--- src/rtl/red_iterativa_pkg.sv ---
// Shared definitions for the right-to-left iterative comparator family.
// Holds the controller state encoding and the "empty prefix is equal" seed value.
package red_iterativa_pkg;

   localparam logic [1:0] ST_IDLE = 2'd0;
   localparam logic [1:0] ST_RUN  = 2'd1;
   localparam logic [1:0] ST_DONE = 2'd2;

   localparam logic Z_INIT = 1'b1;

   typedef enum logic [1:0] {
      StIdle = ST_IDLE,
      StRun  = ST_RUN,
      StDone = ST_DONE
   } state_e;

endpackage

--- src/rtl/red_iterativa_serial_ctrl_if.sv ---
// Request/result bundle for the serial comparator; Eq exists only with
// RED_SERIAL_EQ_FLAG_EN defined.
interface red_iterativa_serial_ctrl_if #(
   parameter int unsigned N = 3
);
   logic         start;
   logic [N-1:0] A;
   logic [N-1:0] B;
   logic         busy;
   logic         done;
   logic         Zout;
`ifdef RED_SERIAL_EQ_FLAG_EN
   logic         Eq;

   modport master (output start, A, B, input busy, done, Zout, Eq);
   modport slave  (input start, A, B, output busy, done, Zout, Eq);
`else
   modport master (output start, A, B, input busy, done, Zout);
   modport slave  (input start, A, B, output busy, done, Zout);
`endif
endinterface

--- src/rtl/celda_der_izq.sv ---
// Single-bit right-to-left comparison cell: z_out = 1 while the prefix seen so far
// (this bit plus lower bits) still satisfies A <= B.
module celda_der_izq (
   input  logic a,
   input  logic b,
   input  logic z_in,
   output logic z_out
);
   assign z_out = (~a & b) | (~(a ^ b) & z_in);
endmodule

--- src/rtl/red_iterativa_serial_ctrl.sv ---
// Bit-serial A <= B comparator: one shared cell walks the latched operands LSB first.
// Optional Eq output when RED_SERIAL_EQ_FLAG_EN is defined.
module red_iterativa_serial_ctrl
   import red_iterativa_pkg::*;
#(
   parameter int unsigned N = 3
) (
   input logic                       clk,
   input logic                       rst,
   red_iterativa_serial_ctrl_if.slave bus_io
);
   localparam int unsigned     IdxW     = (N > 1) ? $clog2(N) : 1;
   localparam logic [IdxW-1:0] IDX_LAST = IdxW'(N - 1);

   state_e          state_q, state_d;
   logic [N-1:0]    a_q, a_d, b_q, b_d;
   logic [IdxW-1:0] idx_q, idx_d;
   logic            z_q, z_d, zout_q, zout_d;
   logic            z_next, bit_a, bit_b;

   assign bit_a = a_q[idx_q];
   assign bit_b = b_q[idx_q];

   celda_der_izq u_celda (
      .a     (bit_a),
      .b     (bit_b),
      .z_in  (z_q),
      .z_out (z_next)
   );

   always_comb begin
      state_d = state_q;
      a_d     = a_q;
      b_d     = b_q;
      idx_d   = idx_q;
      z_d     = z_q;
      zout_d  = zout_q;
      unique case (state_q)
         StIdle: begin
            if (bus_io.start) begin
               a_d     = bus_io.A;
               b_d     = bus_io.B;
               idx_d   = '0;
               z_d     = Z_INIT;
               state_d = StRun;
            end
         end
         StRun: begin
            z_d   = z_next;
            idx_d = idx_q + IdxW'(1);
            if (idx_q == IDX_LAST) begin
               zout_d  = z_next;
               state_d = StDone;
            end
         end
         StDone:  state_d = StIdle;
         default: state_d = StIdle;
      endcase
   end

   always_ff @(posedge clk) begin
      if (rst) begin
         state_q <= StIdle;
         a_q     <= '0;
         b_q     <= '0;
         idx_q   <= '0;
         z_q     <= Z_INIT;
         zout_q  <= 1'b0;
      end else begin
         state_q <= state_d;
         a_q     <= a_d;
         b_q     <= b_d;
         idx_q   <= idx_d;
         z_q     <= z_d;
         zout_q  <= zout_d;
      end
   end

   assign bus_io.busy = (state_q == StRun);
   assign bus_io.done = (state_q == StDone);
   assign bus_io.Zout = zout_q;

`ifdef RED_SERIAL_EQ_FLAG_EN
   // Sticky match flag: cleared by the first differing bit pair.
   logic eq_q, eq_d, eqo_q, eqo_d;

   always_comb begin
      eq_d  = eq_q;
      eqo_d = eqo_q;
      if (state_q == StIdle && bus_io.start) begin
         eq_d = 1'b1;
      end else if (state_q == StRun) begin
         eq_d = eq_q & ~(bit_a ^ bit_b);
         if (idx_q == IDX_LAST) eqo_d = eq_d;
      end
   end

   always_ff @(posedge clk) begin
      if (rst) begin
         eq_q  <= 1'b0;
         eqo_q <= 1'b0;
      end else begin
         eq_q  <= eq_d;
         eqo_q <= eqo_d;
      end
   end

   assign bus_io.Eq = eqo_q;
`endif

endmodule
--- src/flat_wrapper.sv ---
// flat-port wrapper written by rule: the top's interface ports become plain ports
module red_iterativa_serial_ctrl_flat import red_iterativa_pkg::*;
#(
   parameter int unsigned N = 3
)
  (clk, rst, bus_io_start, bus_io_A, bus_io_B, bus_io_busy, bus_io_done, bus_io_Zout);
  red_iterativa_serial_ctrl_if #(.N(N)) bus_io_i ();
  input logic clk;
  input logic rst;
  input wire logic [$bits(bus_io_i.start)-1:0] bus_io_start;
  input wire logic [$bits(bus_io_i.A)-1:0] bus_io_A;
  input wire logic [$bits(bus_io_i.B)-1:0] bus_io_B;
  output wire logic [$bits(bus_io_i.busy)-1:0] bus_io_busy;
  output wire logic [$bits(bus_io_i.done)-1:0] bus_io_done;
  output wire logic [$bits(bus_io_i.Zout)-1:0] bus_io_Zout;
  assign bus_io_i.start = bus_io_start;
  assign bus_io_i.A = bus_io_A;
  assign bus_io_i.B = bus_io_B;
  assign bus_io_busy = bus_io_i.busy;
  assign bus_io_done = bus_io_i.done;
  assign bus_io_Zout = bus_io_i.Zout;
  red_iterativa_serial_ctrl #(.N(N)) u_core (.clk(clk), .rst(rst), .bus_io(bus_io_i));
endmodule
--- config.mk ---
export PLATFORM = sky130hd
export DESIGN_NAME = red_iterativa_serial_ctrl_flat
export DESIGN_NICKNAME = d
export VERILOG_FILES = /design/src/rtl/red_iterativa_pkg.sv /design/src/rtl/red_iterativa_serial_ctrl_if.sv /design/src/rtl/celda_der_izq.sv /design/src/rtl/red_iterativa_serial_ctrl.sv /design/src/flat_wrapper.sv
export SDC_FILE = /design/constraint.sdc
export NUM_CORES = 1
export LEC_CHECK = 0
export BUFFER_PORTS_ARGS = -buffer_cell sky130_fd_sc_hd__buf_2
export CAP_MARGIN = 5
export CORE_AREA = 3 3 40 42
export CTS_BUF_LIST = sky130_fd_sc_hd__clkbuf_4
export DETAILED_ROUTE_END_ITERATION = 8
export DIE_AREA = 0 0 43 45
export HOLD_SLACK_MARGIN = 0.08
export PLACE_DENSITY = 0.71
export SYNTH_ARGS = -nofsm -noshare
export SYNTH_HDL_FRONTEND = slang
export SYNTH_SLANG_ARGS = --single-unit
--- constraint.sdc ---
create_clock -name clk -period 1.5 [get_ports clk]
set_clock_uncertainty 0.2 [all_clocks]
set_input_delay 0.3 -clock clk [delete_from_list [all_inputs] [get_ports clk]]
set_output_delay 0.3 -clock clk [all_outputs]
set_load 0.01 [all_outputs]
==> summary.md <==
| Metric | Value |
|---|---|
| Status | complete, but fails checks |
| Failing checks | setup timing |
| Max H-tree Level | 1 |
| Initial antenna violation count | 0 |
| PD cells | 918.6 nW/um2 |
| Syn Std Cell Area | 554.3 um2 |
| # port buffers | 11 |
| Met1 Routed Length | 540 um |
| Final GP Congestion | 0.7809 |
| Area Overhead vs Synth | 39.73% |
| Period utilization | 107.0% |
| Layout Nets | 96 |
| Synth cell types | 22 |
| Die ar. | 1935 um2 |
| Top cells by area, synth | dfxtp_1 (43%), mux2i_1 (14%), nor2_1 (7.4%), a21oi_1 (4.5%), ha_1 (4.5%) |
| CTS tree | built |
| Vias in the first global route | 465 |
| Top Layer Used | met4 |
| Dpl cell area | 633.1 um2 |
| FMAX | 623.0 MHz |
| Pin count of the biggest net entering global routing | 15 |
| Hold Path Class | input port to flop |
| Post-DRT Antenna Nets | 0 |
| Die Span Y | 45 um |
| Switching power | 0.1871 mW |
| GR Overflow Total | 0 |
| Layout cells sized above 1 | 39.29% |
| Yosys top cell area share | 43.34% |
| Die boundary width | 43 um |
| Via count | 480 |
| Switching part of the total | 26.29% |
| Cell Int Power | 0.5244 mW |
| Ports | 12 |
| Clock Path Buffers | 2 |
| Worst-Margin Slew | 267.8 ps |
| Pre-Repair DR Iteration Count | 4 |
| Clock power frac | 28.2% |
| Drt wl/cell | 11.55 um |
| Post-DP HPWL | 721.8 um |
| Final setup viols | 3 |
| Fin area | 774.5 um2 |
| Syn Nets | 69 |
| Hold WS | 163.4 ps |
| Clk root buf | clkbuf_4 |
| Seq. cell area | 246.5 um2 |
| Leak | 0.3368 nW |
| Final wirelength | 1143 um |
| Average cell area after synthesis | 9.557 um2 |
| Inserted Clock Buffers | 3 |
| DRC violations left | 0 |
| DR iter-0 viols | 4 |
| Slew HR | 82.15% |
| Number of antenna diodes | 0 |
| Yosys warns | 0 |
| CP Max Fanout | 4 |
| CP Data Required Time | 1450 ps |
| Sequential share of the synthesized area | 43.34% |
| Crit path arrival time | 1560 ps |
| Final hold viol count | 0 |
| Seq cells post-synth | 12 |
| VDD IR max | 0.5014 mV |
| Metal2 WL | 527 um |
| Clock transition at the registers of the reported paths | 70 ps |
| Crit start category | flop |
| Via density | 4.848 |
| Met3 wire length | 46 um |
| Rows | 13 |
| Yosys top cell by area | dfxtp_1 |
| Total track usage | 13.71% |
| Clock Sinks | 12 |
| Critical path type | flop to flop |
| Final min period | 1605 ps |
| CP Capture Type | flop |
| Area of the multi-input gates | 290.3 um2 |
| Max_cap viols | 0 |
| Post-layout worst setup margin | -105.1 ps |
| Worst skew pair latency | 270 ps |
| Util after Layout | 60.27% |
| Post-Synthesis Cells | 58 |
| Part of the power in registers | 49.6% |
| Initial Util | 43.14% |
| Comb pwr share | 22.1% |
| First-pass GRT wire length | 1973 um |
| Core ar. | 1285 um2 |
| Fillcell total | 106 |
| RSZ-0062 raised after global routing | yes |
| Max-slew violations | 0 |
[worst max-delay path, cell delays in order, from the launching register on]
cell      delay (ps)
dfxtp_4          380
mux2i_2          210
nor2_1            60
a31oi_1          140
ha_1             270
a21oi_2          140
a311oi_2         100
[layout make-up]
| cell class | count | area share, % |
|---|---|---|
| multi-input combinational | 40 | 37.48 |
| sequential | 12 | 31.83 |
| timing repair buffer | 25 | 23.42 |
| clock buffer | 3 | 2.908 |
| tap | 15 | 2.423 |
| inverter | 3 | 1.454 |
| clock inverter | 1 | 0.4847 |
[flip-flops by register name (all words and copies together) (netlist names)]
name                cells
u_core.bus_io.Zout      1
u_core.idx_q            2
u_core.a_q              3
u_core.state_q          2
u_core.z_q              1
u_core.b_q              3
[cells in the final DEF, fill, tap and decap left out]
| cell type | Yosys | layout |
|---|---|---|
| a211oi_1 | 1 | 1 |
| a21oi_1 | 5 | 4 |
| a21oi_2 | 1 | 2 |
| a311oi_2 | 1 | 1 |
| a31oi_1 | 1 | 1 |
| and2b_2 | 1 | 1 |
| and2b_4 | 0 | 1 |
| buf_2 | 0 | 10 |
| buf_4 | 1 | 8 |
| buf_6 | 1 | 1 |
| clkbuf_4 | 0 | 3 |
| clkinv_1 | 0 | 1 |
| dfxtp_1 | 12 | 9 |
| dfxtp_2 | 0 | 2 |
| dfxtp_4 | 0 | 1 |
| dlygate4sd3_1 | 0 | 6 |
| ha_1 | 2 | 2 |
| inv_1 | 3 | 3 |
| mux2i_1 | 8 | 7 |
| mux2i_2 | 0 | 1 |
| nand2_1 | 2 | 2 |
| nor2_1 | 11 | 11 |
| nor3_1 | 1 | 1 |
| nor3b_1 | 1 | 1 |
| nor3b_2 | 1 | 1 |
| o21ai_1 | 0 | 1 |
| o21ba_2 | 1 | 1 |
| o31ai_1 | 1 | 1 |
[worst paths after layout]
| kind | endpoint | from | cells past startpoint | slack, ps |
|---|---|---|---|---|
| worst min-delay path | u_core.b_q[2]$_SDFFE_PP0P_ | rst | 2 | 160 |
| worst max-delay path | u_core.bus_io.Zout$_SDFFE_PP0P_ | u_core.idx_q[1]$_SDFFE_PP0P_ | 6 | -110 |
| worst min register to register | u_core.b_q[2]$_SDFFE_PP0P_ | u_core.b_q[2]$_SDFFE_PP0P_ | 2 | 310 |
| worst max register to register | u_core.bus_io.Zout$_SDFFE_PP0P_ | u_core.idx_q[1]$_SDFFE_PP0P_ | 6 | -110 |
[power by group through the flow]
stage	logic, mW	clock network (mW)	registers (mW)
final	0.158	0.201	0.353
after global routing	0.177	0.228	0.356
after CTS	0.138	0.208	0.352
after detailed placement	0.120	0	0.359
after global placement	0.118	0	0.359
after floorplan	0.0909	0	0.357
[cell usage after synthesis]
master    count
nor3b_2       1
buf_4         1
nor3b_1       1
a211oi_1      1
buf_6         1
o21ba_2       1
nor3_1        1
o31ai_1       1
clkbuf_1      1
o21ai_0       1
nand2_1       2
a311oi_2      1
mux2i_1       8
a21oi_1       5
and2b_1       1
inv_1         3
ha_1          2
dfxtp_1      12
a31oi_1       1
nor2_1       11
and2b_2       1
a21oi_2       1
[metrics by stage]
step	TNS (ps)	power (mW)	instances	setup slack, ps
after floorplan	-0.1363	0.4477	58	-0.1363
after global placement	-73.45	0.4774	84	-37.13
after detailed placement	-203.4	0.4795	84	-107.3
after CTS	-259.0	0.6981	94	-109.8
after global routing	-472.9	0.7617	99	-213.3
final	-173.3	0.7115	99	-105.1
[kinds of logic after synthesis]
logic type / Yosys count / synth area share [%]
and+or+nand+nor: 18 / 16.25
AOI/OAI and AO/OA: 12 / 15.35
DFF: 12 / 43.34
muxes: 8 / 14.45
buffers and inverters: 6 / 6.094
adders and majority gates: 2 / 4.514
[metal layers]
| layer | track usage, % | up-vias |
|---|---|---|
| li1 | - | 250 |
| met1 | 17.56 | 215 |
| met2 | 21.26 | 10 |
| met3 | 3.586 | 5 |
| met4 | 7.229 | 0 |
| met5 | 0 | - |
[timing repair]
| action | in CTS | in global routing |
|---|---|---|
| buffers inserted | 0 | 5 |
| gates resized for setup | 6 | 2 |
| endpoints found under the hold margin | 6 | 0 |
| setup endpoints to repair | 4 | 4 |
| hold buffers | 6 | 0 |
Power figures use the tool's default switching activity.
